`src/rtl/pulse_width_monitor_if.sv`:
```
// Bus between the pulse source / result consumer and the pulse width monitor.
// The master drives the pulse and clear; the slave (the monitor) drives results.
interface pulse_width_monitor_if #(
    parameter int CountBits = 8
);
    logic                 pulse_in;
    logic                 clr;
    logic                 valid;
    logic [CountBits-1:0] width;
    logic                 too_short;
    logic                 too_long;
    logic                 err;
    logic [CountBits-1:0] good_count;
    logic                 busy;

    modport master (
        output pulse_in, clr,
        input  valid, width, too_short, too_long, err, good_count, busy
    );

    modport slave (
        input  pulse_in, clr,
        output valid, width, too_short, too_long, err, good_count, busy
    );
endinterface

```
`src/rtl/pulse_width_monitor.sv`:
```
// Synchronises an asynchronous active-high pulse, measures its width in clock
// cycles, classifies it as legal / too short / too long and counts good pulses.
module pulse_width_monitor #(
    parameter int SyncStages = 2,
    parameter int MinWidth   = 2,
    parameter int MaxWidth   = 8,
    parameter int CountBits  = 8
) (
    input  logic                  clk,
    input  logic                  _reset,
    pulse_width_monitor_if.slave  bus
);

    typedef enum logic [1:0] {ARM, IDLE, HIGH} state_t;

    state_t               state_q, state_d;
    logic [CountBits-1:0] cnt_q, cnt_d;
    logic [SyncStages-1:0] sync_q;
    logic                 s;

    logic                 ev_valid, ev_short, ev_long;
    logic [CountBits-1:0] ev_width;

    logic                 valid_q, short_q, long_q, err_q;
    logic [CountBits-1:0] width_q, good_q;

    // Synchroniser resets high so a pulse already present at release is
    // treated as stuck and skipped by ARM.
    always_ff @(posedge clk or negedge _reset) begin
        if (!_reset) sync_q <= '1;
        // NOTE: non-blocking assignment lets every flop sample the pre-edge value, forming a true shift chain.
        else         sync_q <= {sync_q[SyncStages-2:0], bus.pulse_in};
    end

    assign s = sync_q[SyncStages-1];

    always_ff @(posedge clk or negedge _reset) begin
        if (!_reset) begin
            state_q <= ARM;
            cnt_q   <= '0;
        end else begin
            state_q <= state_d;
            cnt_q   <= cnt_d;
        end
    end

    always_comb begin
        // NOTE: defaults first so every path assigns every output and no latch is inferred.
        state_d  = state_q;
        cnt_d    = cnt_q;
        ev_valid = 1'b0;
        ev_short = 1'b0;
        ev_long  = 1'b0;
        ev_width = cnt_q;
        case (state_q)
            ARM: begin
                if (!s) state_d = IDLE;
            end
            IDLE: begin
                if (s) begin
                    state_d = HIGH;
                    cnt_d   = CountBits'(1);
                end
            end
            HIGH: begin
                if (!s) begin
                    ev_valid = 1'b1;
                    ev_short = (cnt_q < CountBits'(MinWidth));
                    state_d  = IDLE;
                end else if (cnt_q < CountBits'(MaxWidth)) begin
                    cnt_d = cnt_q + CountBits'(1);
                end else begin
                    ev_valid = 1'b1;
                    ev_long  = 1'b1;
                    ev_width = CountBits'(MaxWidth);
                    state_d  = ARM;
                end
            end
            default: state_d = ARM;
        endcase
    end

    always_ff @(posedge clk or negedge _reset) begin
        if (!_reset) begin
            valid_q <= 1'b0;
            short_q <= 1'b0;
            long_q  <= 1'b0;
            width_q <= '0;
        end else begin
            valid_q <= ev_valid;
            short_q <= ev_short;
            long_q  <= ev_long;
            if (ev_valid) width_q <= ev_width;
        end
    end

    // Statistics follow the registered report; clear takes effect before the
    // same-cycle report is accounted.
    always_ff @(posedge clk or negedge _reset) begin
        if (!_reset) begin
            err_q  <= 1'b0;
            good_q <= '0;
        end else begin
            err_q <= (err_q & ~bus.clr) | (valid_q & (short_q | long_q));
            if (valid_q && !short_q && !long_q)
                good_q <= (bus.clr ? '0 : good_q) + CountBits'(1);
            else if (bus.clr)
                good_q <= '0;
        end
    end

    assign bus.valid      = valid_q;
    assign bus.too_short  = short_q;
    assign bus.too_long   = long_q;
    assign bus.width      = width_q;
    assign bus.err        = err_q;
    assign bus.good_count = good_q;
    assign bus.busy       = (state_q != IDLE);

endmodule

```
`src/flat_wrapper.sv`:
```
// flat-port wrapper written by rule: the top's interface ports become plain ports
module pulse_width_monitor_flat 
#(
    parameter int SyncStages = 2,
    parameter int MinWidth   = 2,
    parameter int MaxWidth   = 8,
    parameter int CountBits  = 8
)
  (clk, _reset, bus_pulse_in, bus_clr, bus_valid, bus_width, bus_too_short, bus_too_long, bus_err, bus_good_count, bus_busy);
  pulse_width_monitor_if #(.CountBits(CountBits)) bus_i ();
  input  logic clk;
  input  logic _reset;
  input wire logic [$bits(bus_i.pulse_in)-1:0] bus_pulse_in;
  input wire logic [$bits(bus_i.clr)-1:0] bus_clr;
  output wire logic [$bits(bus_i.valid)-1:0] bus_valid;
  output wire logic [$bits(bus_i.width)-1:0] bus_width;
  output wire logic [$bits(bus_i.too_short)-1:0] bus_too_short;
  output wire logic [$bits(bus_i.too_long)-1:0] bus_too_long;
  output wire logic [$bits(bus_i.err)-1:0] bus_err;
  output wire logic [$bits(bus_i.good_count)-1:0] bus_good_count;
  output wire logic [$bits(bus_i.busy)-1:0] bus_busy;
  assign bus_i.pulse_in = bus_pulse_in;
  assign bus_i.clr = bus_clr;
  assign bus_valid = bus_i.valid;
  assign bus_width = bus_i.width;
  assign bus_too_short = bus_i.too_short;
  assign bus_too_long = bus_i.too_long;
  assign bus_err = bus_i.err;
  assign bus_good_count = bus_i.good_count;
  assign bus_busy = bus_i.busy;
  pulse_width_monitor #(.SyncStages(SyncStages), .MinWidth(MinWidth), .MaxWidth(MaxWidth), .CountBits(CountBits)) u_core (.clk(clk), ._reset(_reset), .bus(bus_i));
endmodule
```
`config.mk`:
```
export PLATFORM = sky130hd
export DESIGN_NAME = pulse_width_monitor_flat
export DESIGN_NICKNAME = d
export VERILOG_FILES = /design/src/rtl/pulse_width_monitor_if.sv /design/src/rtl/pulse_width_monitor.sv /design/src/flat_wrapper.sv
export SDC_FILE = /design/constraint.sdc
export NUM_CORES = 1
export LEC_CHECK = 0
export ABC_AREA = 1
export BUFFER_PORTS_ARGS = -buffer_cell sky130_fd_sc_hd__buf_2
export CAP_MARGIN = 20
export CORE_ASPECT_RATIO = 1.2
export CORE_MARGIN = 10
export CORE_UTILIZATION = 50
export DETAILED_ROUTE_END_ITERATION = 8
export GPL_TIMING_DRIVEN = 0
export PLACE_DENSITY = 0.83
export SETUP_SLACK_MARGIN = 0.4
export SKIP_LAST_GASP = 1
export SLEW_MARGIN = 20
export SYNTH_ARGS = -nofsm -noshare
export SYNTH_HDL_FRONTEND = slang
export SYNTH_SLANG_ARGS = --single-unit
```
`constraint.sdc`:
```
create_clock -name clk -period 1.3 [get_ports clk]
set_input_delay 0.26 -clock clk [delete_from_list [all_inputs] [get_ports clk]]
set_output_delay 0.26 -clock clk [all_outputs]
set_load 0.01 [all_outputs]
```
==> results of run 1 <==
area by class of cell:
| class | count | area, µm² | share of cell area |
|---|---|---|---|
| Multi-Input combinational cell | 106 | 839.6 | 0.3399 |
| Sequential cell | 32 | 805.8 | 0.3262 |
| Timing Repair Buffer | 67 | 573.1 | 0.2320 |
| Inverter | 22 | 105.1 | 0.04255 |
| Clock buffer | 8 | 68.82 | 0.02786 |
| Tap cell | 34 | 42.54 | 0.01722 |
| Buffer | 2 | 35.03 | 0.01418 |
flip-flops by register name (all words and copies together) (netlist names):
signal / cells
u_core.bus.too_long: 1
u_core.bus.width: 8
u_core.bus.valid: 1
u_core.sync_q: 2
u_core.bus.good_count: 8
u_core.cnt_q: 8
u_core.bus.err: 1
u_core.bus.too_short: 1
u_core.state_q: 2
repair_timing:
action,4_1_cts,5_1_grt
hold endpoints to repair,30,25
pin swaps,16,14
setup endpoints to repair,49,49
setup buffers,32,9
gates cloned,2,0
resized for setup,40,28
worst register-to-register path, cell delays in order, from the launching register on:
cell and delay, ns:
dfrtp_1 0.39, inv_2 0.09, nand2_2 0.07, nor2_4 0.17, nand2_4 0.10, nand2_8 0.10, buf_12 0.12, nand2_8 0.07
nand2_1 0.09, nand2_1 0.06
cell usage in the layout, fill, tap and decap left out, types with 5 or more instances in the layout:
cell / synthesis / final
nor2_4: 2 / 9
nand2_1: 35 / 26
nand3_1: 15 / 7
nand3_2: 3 / 7
inv_2: 7 / 9
buf_4: 0 / 31
clkbuf_4: 0 / 5
nor2_1: 15 / 8
inv_1: 13 / 8
o21ai_2: 2 / 5
nand2_2: 6 / 11
buf_2: 0 / 17
buf_6: 1 / 16
nand2_4: 5 / 5
dfrtp_1: 30 / 28
through the flow:
step	worst slack [ns]	std cells	TNS [ns]	total power [W]	hold slack, ns
global placement	-0.1103	220	-0.1829	0.001279	0.3339
CTS	0.02038	262	0	0.002009	-0.02525
finish	-0.05279	271	-0.2252	0.002049	-0.03102
detailed placement	-0.1373	220	-0.2402	0.001290	0.3454
global route	-0.1016	271	-0.8544	0.002146	-0.01880
floorplan	0.04231	162	0	0.001207	-0.03559
power by group:
part	internal, W	switching (W)
logic	0.000137	0.000180
clock network	0.000318	0.000331
registers	0.00104	0.0000451
total	0.00149	0.000557
worst max-delay path by stage:
stage | from | to | slack [ns] | depth (start not counted)
6_report | u_core.cnt_q[5] | u_core.cnt_q[0] | -0.05 | 9
2_1_floorplan | u_core.bus.good_count[1] | u_core.bus.good_count[4] | 0.04 | 7
5_1_grt | u_core.cnt_q[5] | u_core.cnt_q[1] | -0.10 | 9
3_5_place_dp | bus_clr | u_core.bus.good_count[4] | -0.14 | 9
4_1_cts | u_core.state_q[1] | bus_busy | 0.02 | 3
3_3_place_gp | bus_clr | u_core.bus.good_count[4] | -0.11 | 9
routing by layer:
| layer | vias up | share of wire |
|---|---|---|
| met5 | - | 0 |
| met4 | 0 | 0.030 |
| met3 | 14 | 0.069 |
| met2 | 46 | 0.54 |
| met1 | 691 | 0.36 |
| li1 | 666 | - |
kinds of logic (layout without fill, tap and decap cells):
family,after synthesis,in the layout,share of synthesized area
buf+inv,24,99,0.07991
flops,32,32,0.5288
fa+ha+maj,2,2,0.01647
xor+xnor,4,4,0.02307
compound gates,13,13,0.05766
simple gates,87,87,0.2941
==> impl_metrics.env, run 1 <==
export IMPL_ir_drop_v=0.0008144
export IMPL_tightest_slew_ns=0.7171
export IMPL_cp_max_fo=5
export IMPL_slew_headroom=0.5219
export IMPL_synth_area_um2=1519
export IMPL_vias=1417
export IMPL_drtIter0Drc=71
export IMPL_slew_viol_final=0
export IMPL_diodes=0
export IMPL_synth_most_common_cell="nand2_1"
export IMPL_fin_ws_ns=-0.05279
export IMPL_rsz0062_at_grt="yes"
export IMPL_drc=0
export IMPL_cp_slowest_cell="dfrtp_1"
export IMPL_synth_area_top_cells="dfrtp_1 49%, nand2_1 8.6%, nand3_1 4.9%"
export IMPL_syn_area_per_cell_um2=9.376
export IMPL_ys_warn_count=0
export IMPL_die_x_um=70.32
export IMPL_critPathBufInv=2
export IMPL_dpl_instance_area_um2=1739
export IMPL_synth_edff_count=0
export IMPL_cp_required_ns=1.53
export IMPL_r2r_end="u_core.cnt_q[0]"
export IMPL_detail_route_antenna_nets=0
export IMPL_hold_viol=30
export IMPL_synth_top_area_frac=0.4942
export IMPL_insertion_delay_ns=0.33
export IMPL_gp_congestion=0.8337
export IMPL_io_buffers=24
export IMPL_die_h_um=80.38
export IMPL_syn_nets=168
export IMPL_firstDrtPassIters=4
export IMPL_grt_met2_usage=0.2833
export IMPL_start_util=0.5304
export IMPL_rows=21
export IMPL_setup_viol=7
export IMPL_die_area_um2=5652
export IMPL_synth_distinct_cells=28
export IMPL_synthToLayoutAreaGrowth_pct=62.60
export IMPL_final_util=0.8624
export IMPL_routed_via_density=5.229
export IMPL_outcome="finished with violations"
export IMPL_cap_violations=0
export IMPL_postSynthCellCount=162
export IMPL_min_path_type="input pin to asynchronous set/reset pin"
export IMPL_worst_setup_path_type="register to register"
export IMPL_grt_pass1_wl_um=6955
export IMPL_r2r_cells=9
export IMPL_cts_root_buf="clkbuf_4"
export IMPL_grt_pass1_vias=1514
export IMPL_cts_tree="yes"
export IMPL_endpoint_kind="register"
export IMPL_clock_sinks=32
export IMPL_max_freq_mhz=739.2
export IMPL_cts_max_level=2
export IMPL_async_flop_share=1.000
export IMPL_crit_chain="inv_2, nand2_2, nor2_4, nand2_4, nand2_8, buf_12, nand2_8, nand2_1, nand2_1"
export IMPL_numCtsBuffers=5
export IMPL_p_per_area_nw_per_um2=829.6
export IMPL_min_period_ns=1.353
export IMPL_finish_net_count=242
export IMPL_grt_busiest_layer="met2"
export IMPL_nFillCells=136
export IMPL_ys_flop_type="dfrtp_1"
export IMPL_gr_usage_met1=0.1487
export IMPL_yosysTopAreaCell="dfrtp_1"
export IMPL_synth_seq_cells=32
export IMPL_hold_ws_ns=-0.03102
export IMPL_fin_skew_ns=0.01706
export IMPL_ioPinCount=25
export IMPL_r2r_setup_slack_ns=-0.05
export IMPL_post_route_cell_area_um2=2470
export IMPL_synth_seq_area_share=0.5288
export IMPL_worstSetupStartpointType="register"
export IMPL_grt_max_degree=33
export IMPL_period_share=1.041
export IMPL_core_um2=2864
export IMPL_use_met3=0.06396
export IMPL_grt_use_total=0.1537
export IMPL_crit_arrival_ns=1.59
export IMPL_overflow=0
export IMPL_wl_per_cell_um=16.80
export IMPL_dpl_hpwl_um=2251
export IMPL_ctsLongestPathBuffers=2
export IMPL_path_clk_slew_ns=0.10
export IMPL_p_leak_nw=1.259
export IMPL_routed_wirelength_um=4553
export IMPL_timing_rr_start="u_core.cnt_q[5]"
export IMPL_violations="hold timing, setup timing"
export IMPL_critPathTopFamily="simple AND/OR/NAND/NOR gates"
export IMPL_layout_drive_gt1_share=0.6160
export IMPL_ys_top_cells_by_count="35 x nand2_1, 30 x dfrtp_1, 15 x nand3_1, 15 x nor2_1, 13 x inv_1"
export IMPL_cpPeakStageDelay_ns=0.39
export IMPL_antenna_found_initial=0
(Power assumes the default switching activity.)
==> run 2, diff against run 1 <==
CTS_BUF_LIST = sky130_fd_sc_hd__clkbuf_8   (was unset)
==> impl_metrics.env, run 2 (synthesis gave the netlist of run 1 again) <==
export IMPL_outcome="complete, no violations"
export IMPL_ctsLongestPathBuffers=2
export IMPL_routed_via_density=5.268
export IMPL_die_h_um=80.38
export IMPL_dpl_hpwl_um=2251
export IMPL_hold_viol=0
export IMPL_diodes=0
export IMPL_die_area_um2=5652
export IMPL_io_buffers=24
export IMPL_gr_usage_met1=0.1330
export IMPL_use_met3=0.05781
export IMPL_grt_max_degree=33
export IMPL_cts_max_level=2
export IMPL_p_comb_frac=0.147
export IMPL_crit_arrival_ns=1.48
export IMPL_finalSetupTns_ns=0
export IMPL_cts_tree="yes"
export IMPL_core_um2=2864
export IMPL_worst_setup_path_type="register to register"
export IMPL_cap_violations=0
export IMPL_path_clk_slew_ns=0.07
export IMPL_pwr_share_clk=0.369
export IMPL_ir_drop_v=0.001021
export IMPL_grt_pass1_vias=1443
export IMPL_clock_sinks=32
export IMPL_p_leak_nw=1.297
export IMPL_detail_route_antenna_nets=0
export IMPL_drc=0
export IMPL_p_switching_w=0.0005680
export IMPL_drtIter0Drc=87
export IMPL_min_path_type="input pin to asynchronous set/reset pin"
export IMPL_gp_congestion=0.8337
export IMPL_grt_busiest_layer="met2"
export IMPL_antenna_found_initial=0
export IMPL_grt_met2_usage=0.2707
export IMPL_period_share=0.9681
export IMPL_layout_drive_gt1_share=0.5785
export IMPL_grt_use_total=0.1423
export IMPL_endpoint_kind="register"
export IMPL_hold_ws_ns=0.005531
export IMPL_postCtsHoldBufs=0
export IMPL_p_per_area_nw_per_um2=904.1
export IMPL_die_x_um=70.32
export IMPL_swShare=0.2542
export IMPL_numCtsBuffers=5
export IMPL_slew_headroom=0.5429
export IMPL_routed_wirelength_um=4691
export IMPL_intPower_w=0.001666
export IMPL_synthToLayoutAreaGrowth_pct=62.69
export IMPL_finish_net_count=247
export IMPL_wl_per_cell_um=17.00
export IMPL_cts_root_buf="clkbuf_8"
export IMPL_worstSetupStartpointType="register"
export IMPL_max_freq_mhz=794.6
export IMPL_cp_max_fo=5
export IMPL_vias=1454
export IMPL_setup_viol=0
export IMPL_ioPinCount=25
export IMPL_final_common_cell="buf_4"
export IMPL_slew_viol_final=0
export IMPL_grt_pass1_wl_um=6472
export IMPL_rows=21
export IMPL_fin_skew_ns=0.01031
export IMPL_cp_required_ns=1.52
export IMPL_insertion_delay_ns=0.29
export IMPL_rsz0062_at_grt="yes"
export IMPL_firstDrtPassIters=5
export IMPL_tightest_slew_ns=0.6856
export IMPL_p_seq_frac=0.485
export IMPL_layout_common_cells="37 x buf_4, 31 x nand2_1, 27 x dfrtp_1"
export IMPL_start_util=0.5304
export IMPL_overflow=0
export IMPL_min_period_ns=1.259
[run 2: cell count changes in the layout (fill, tap and decap cells not counted), sizes merged]
cell	delta
buf	+4
inv	+1
[run 2: final cells by class]
cell class / instances / area, µm²
plain buffers: 2 / 35.03
well taps: 34 / 42.54
clock buffers: 7 / 96.34
repair buffers: 72 / 608.1
multi-input cells: 106 / 775.7
inverters: 22 / 102.6
fillers: 130 / 392.9
flip-flops and latches: 32 / 807.0
clock inverters: 1 / 3.754
[run 2: layer usage]
layer / vias to the layer above / wire, µm / share of wire
met4: 0 / 167 / 0.036
met1: 706 / 1618 / 0.34
li1: 666 / - / -
met3: 18 / 380 / 0.081
met5: - / 0 / 0
met2: 64 / 2525 / 0.54
[run 2: critical path, cell delays in order (launching register included)]
cell	delay [ns]
dfrtp_1	0.37
inv_2	0.07
nand2_2	0.07
nor2_4	0.14
nand2_4	0.09
nand2_8	0.10
buf_12	0.12
nand4_1	0.13
nand2_1	0.10
[run 2: timing repair]
item | 4_1_cts | 5_1_grt
endpoints found under the setup margin | 49 | 49
buffers inserted | 33 | 13
endpoints found under the hold margin | 0 | 0
gates cloned | 1 | 1
pin swaps | 6 | 13
gates resized for setup | 30 | 22
[run 2: power by group through the flow]
stage	sequential, W	clock [W]	combinational [W]
global placement	0.00110	0	0.000181
CTS	0.00108	0.000839	0.000286
finish	0.00108	0.000824	0.000328
floorplan	0.00110	0	0.000106
global route	0.00109	0.000885	0.000348
detailed placement	0.00110	0	0.000189
[run 2: final timing paths]
check	startpoint	to	slack, ns	depth (start not counted)
hold / removal	_reset	u_core.bus.good_count[7]	0.006	1
max in group asynchronous	_reset	u_core.state_q[0]	0.79	1
min in group clk	bus_pulse_in	u_core.sync_q[0]	0.07	1
hold reg to reg	u_core.sync_q[0]	u_core.sync_q[1]	0.36	0
setup / recovery	u_core.cnt_q[4]	u_core.cnt_q[1]	0.04	8
setup reg to reg	u_core.cnt_q[4]	u_core.cnt_q[1]	0.04	8
[run 2: stage by stage]
step	instances	cell area, µm²	setup slack, ns	utilization	total power (W)
after detailed placement	220	1739	-0.1373	0.6073	0.001290
after global routing	276	2471	-0.02358	0.8628	0.002318
after global placement	220	1739	-0.1103	0.6073	0.001279
final	276	2471	0.04149	0.8628	0.002234
after CTS	262	2242	0.08672	0.7829	0.002202
after floorplan	162	1577	0.04231	-	0.001207
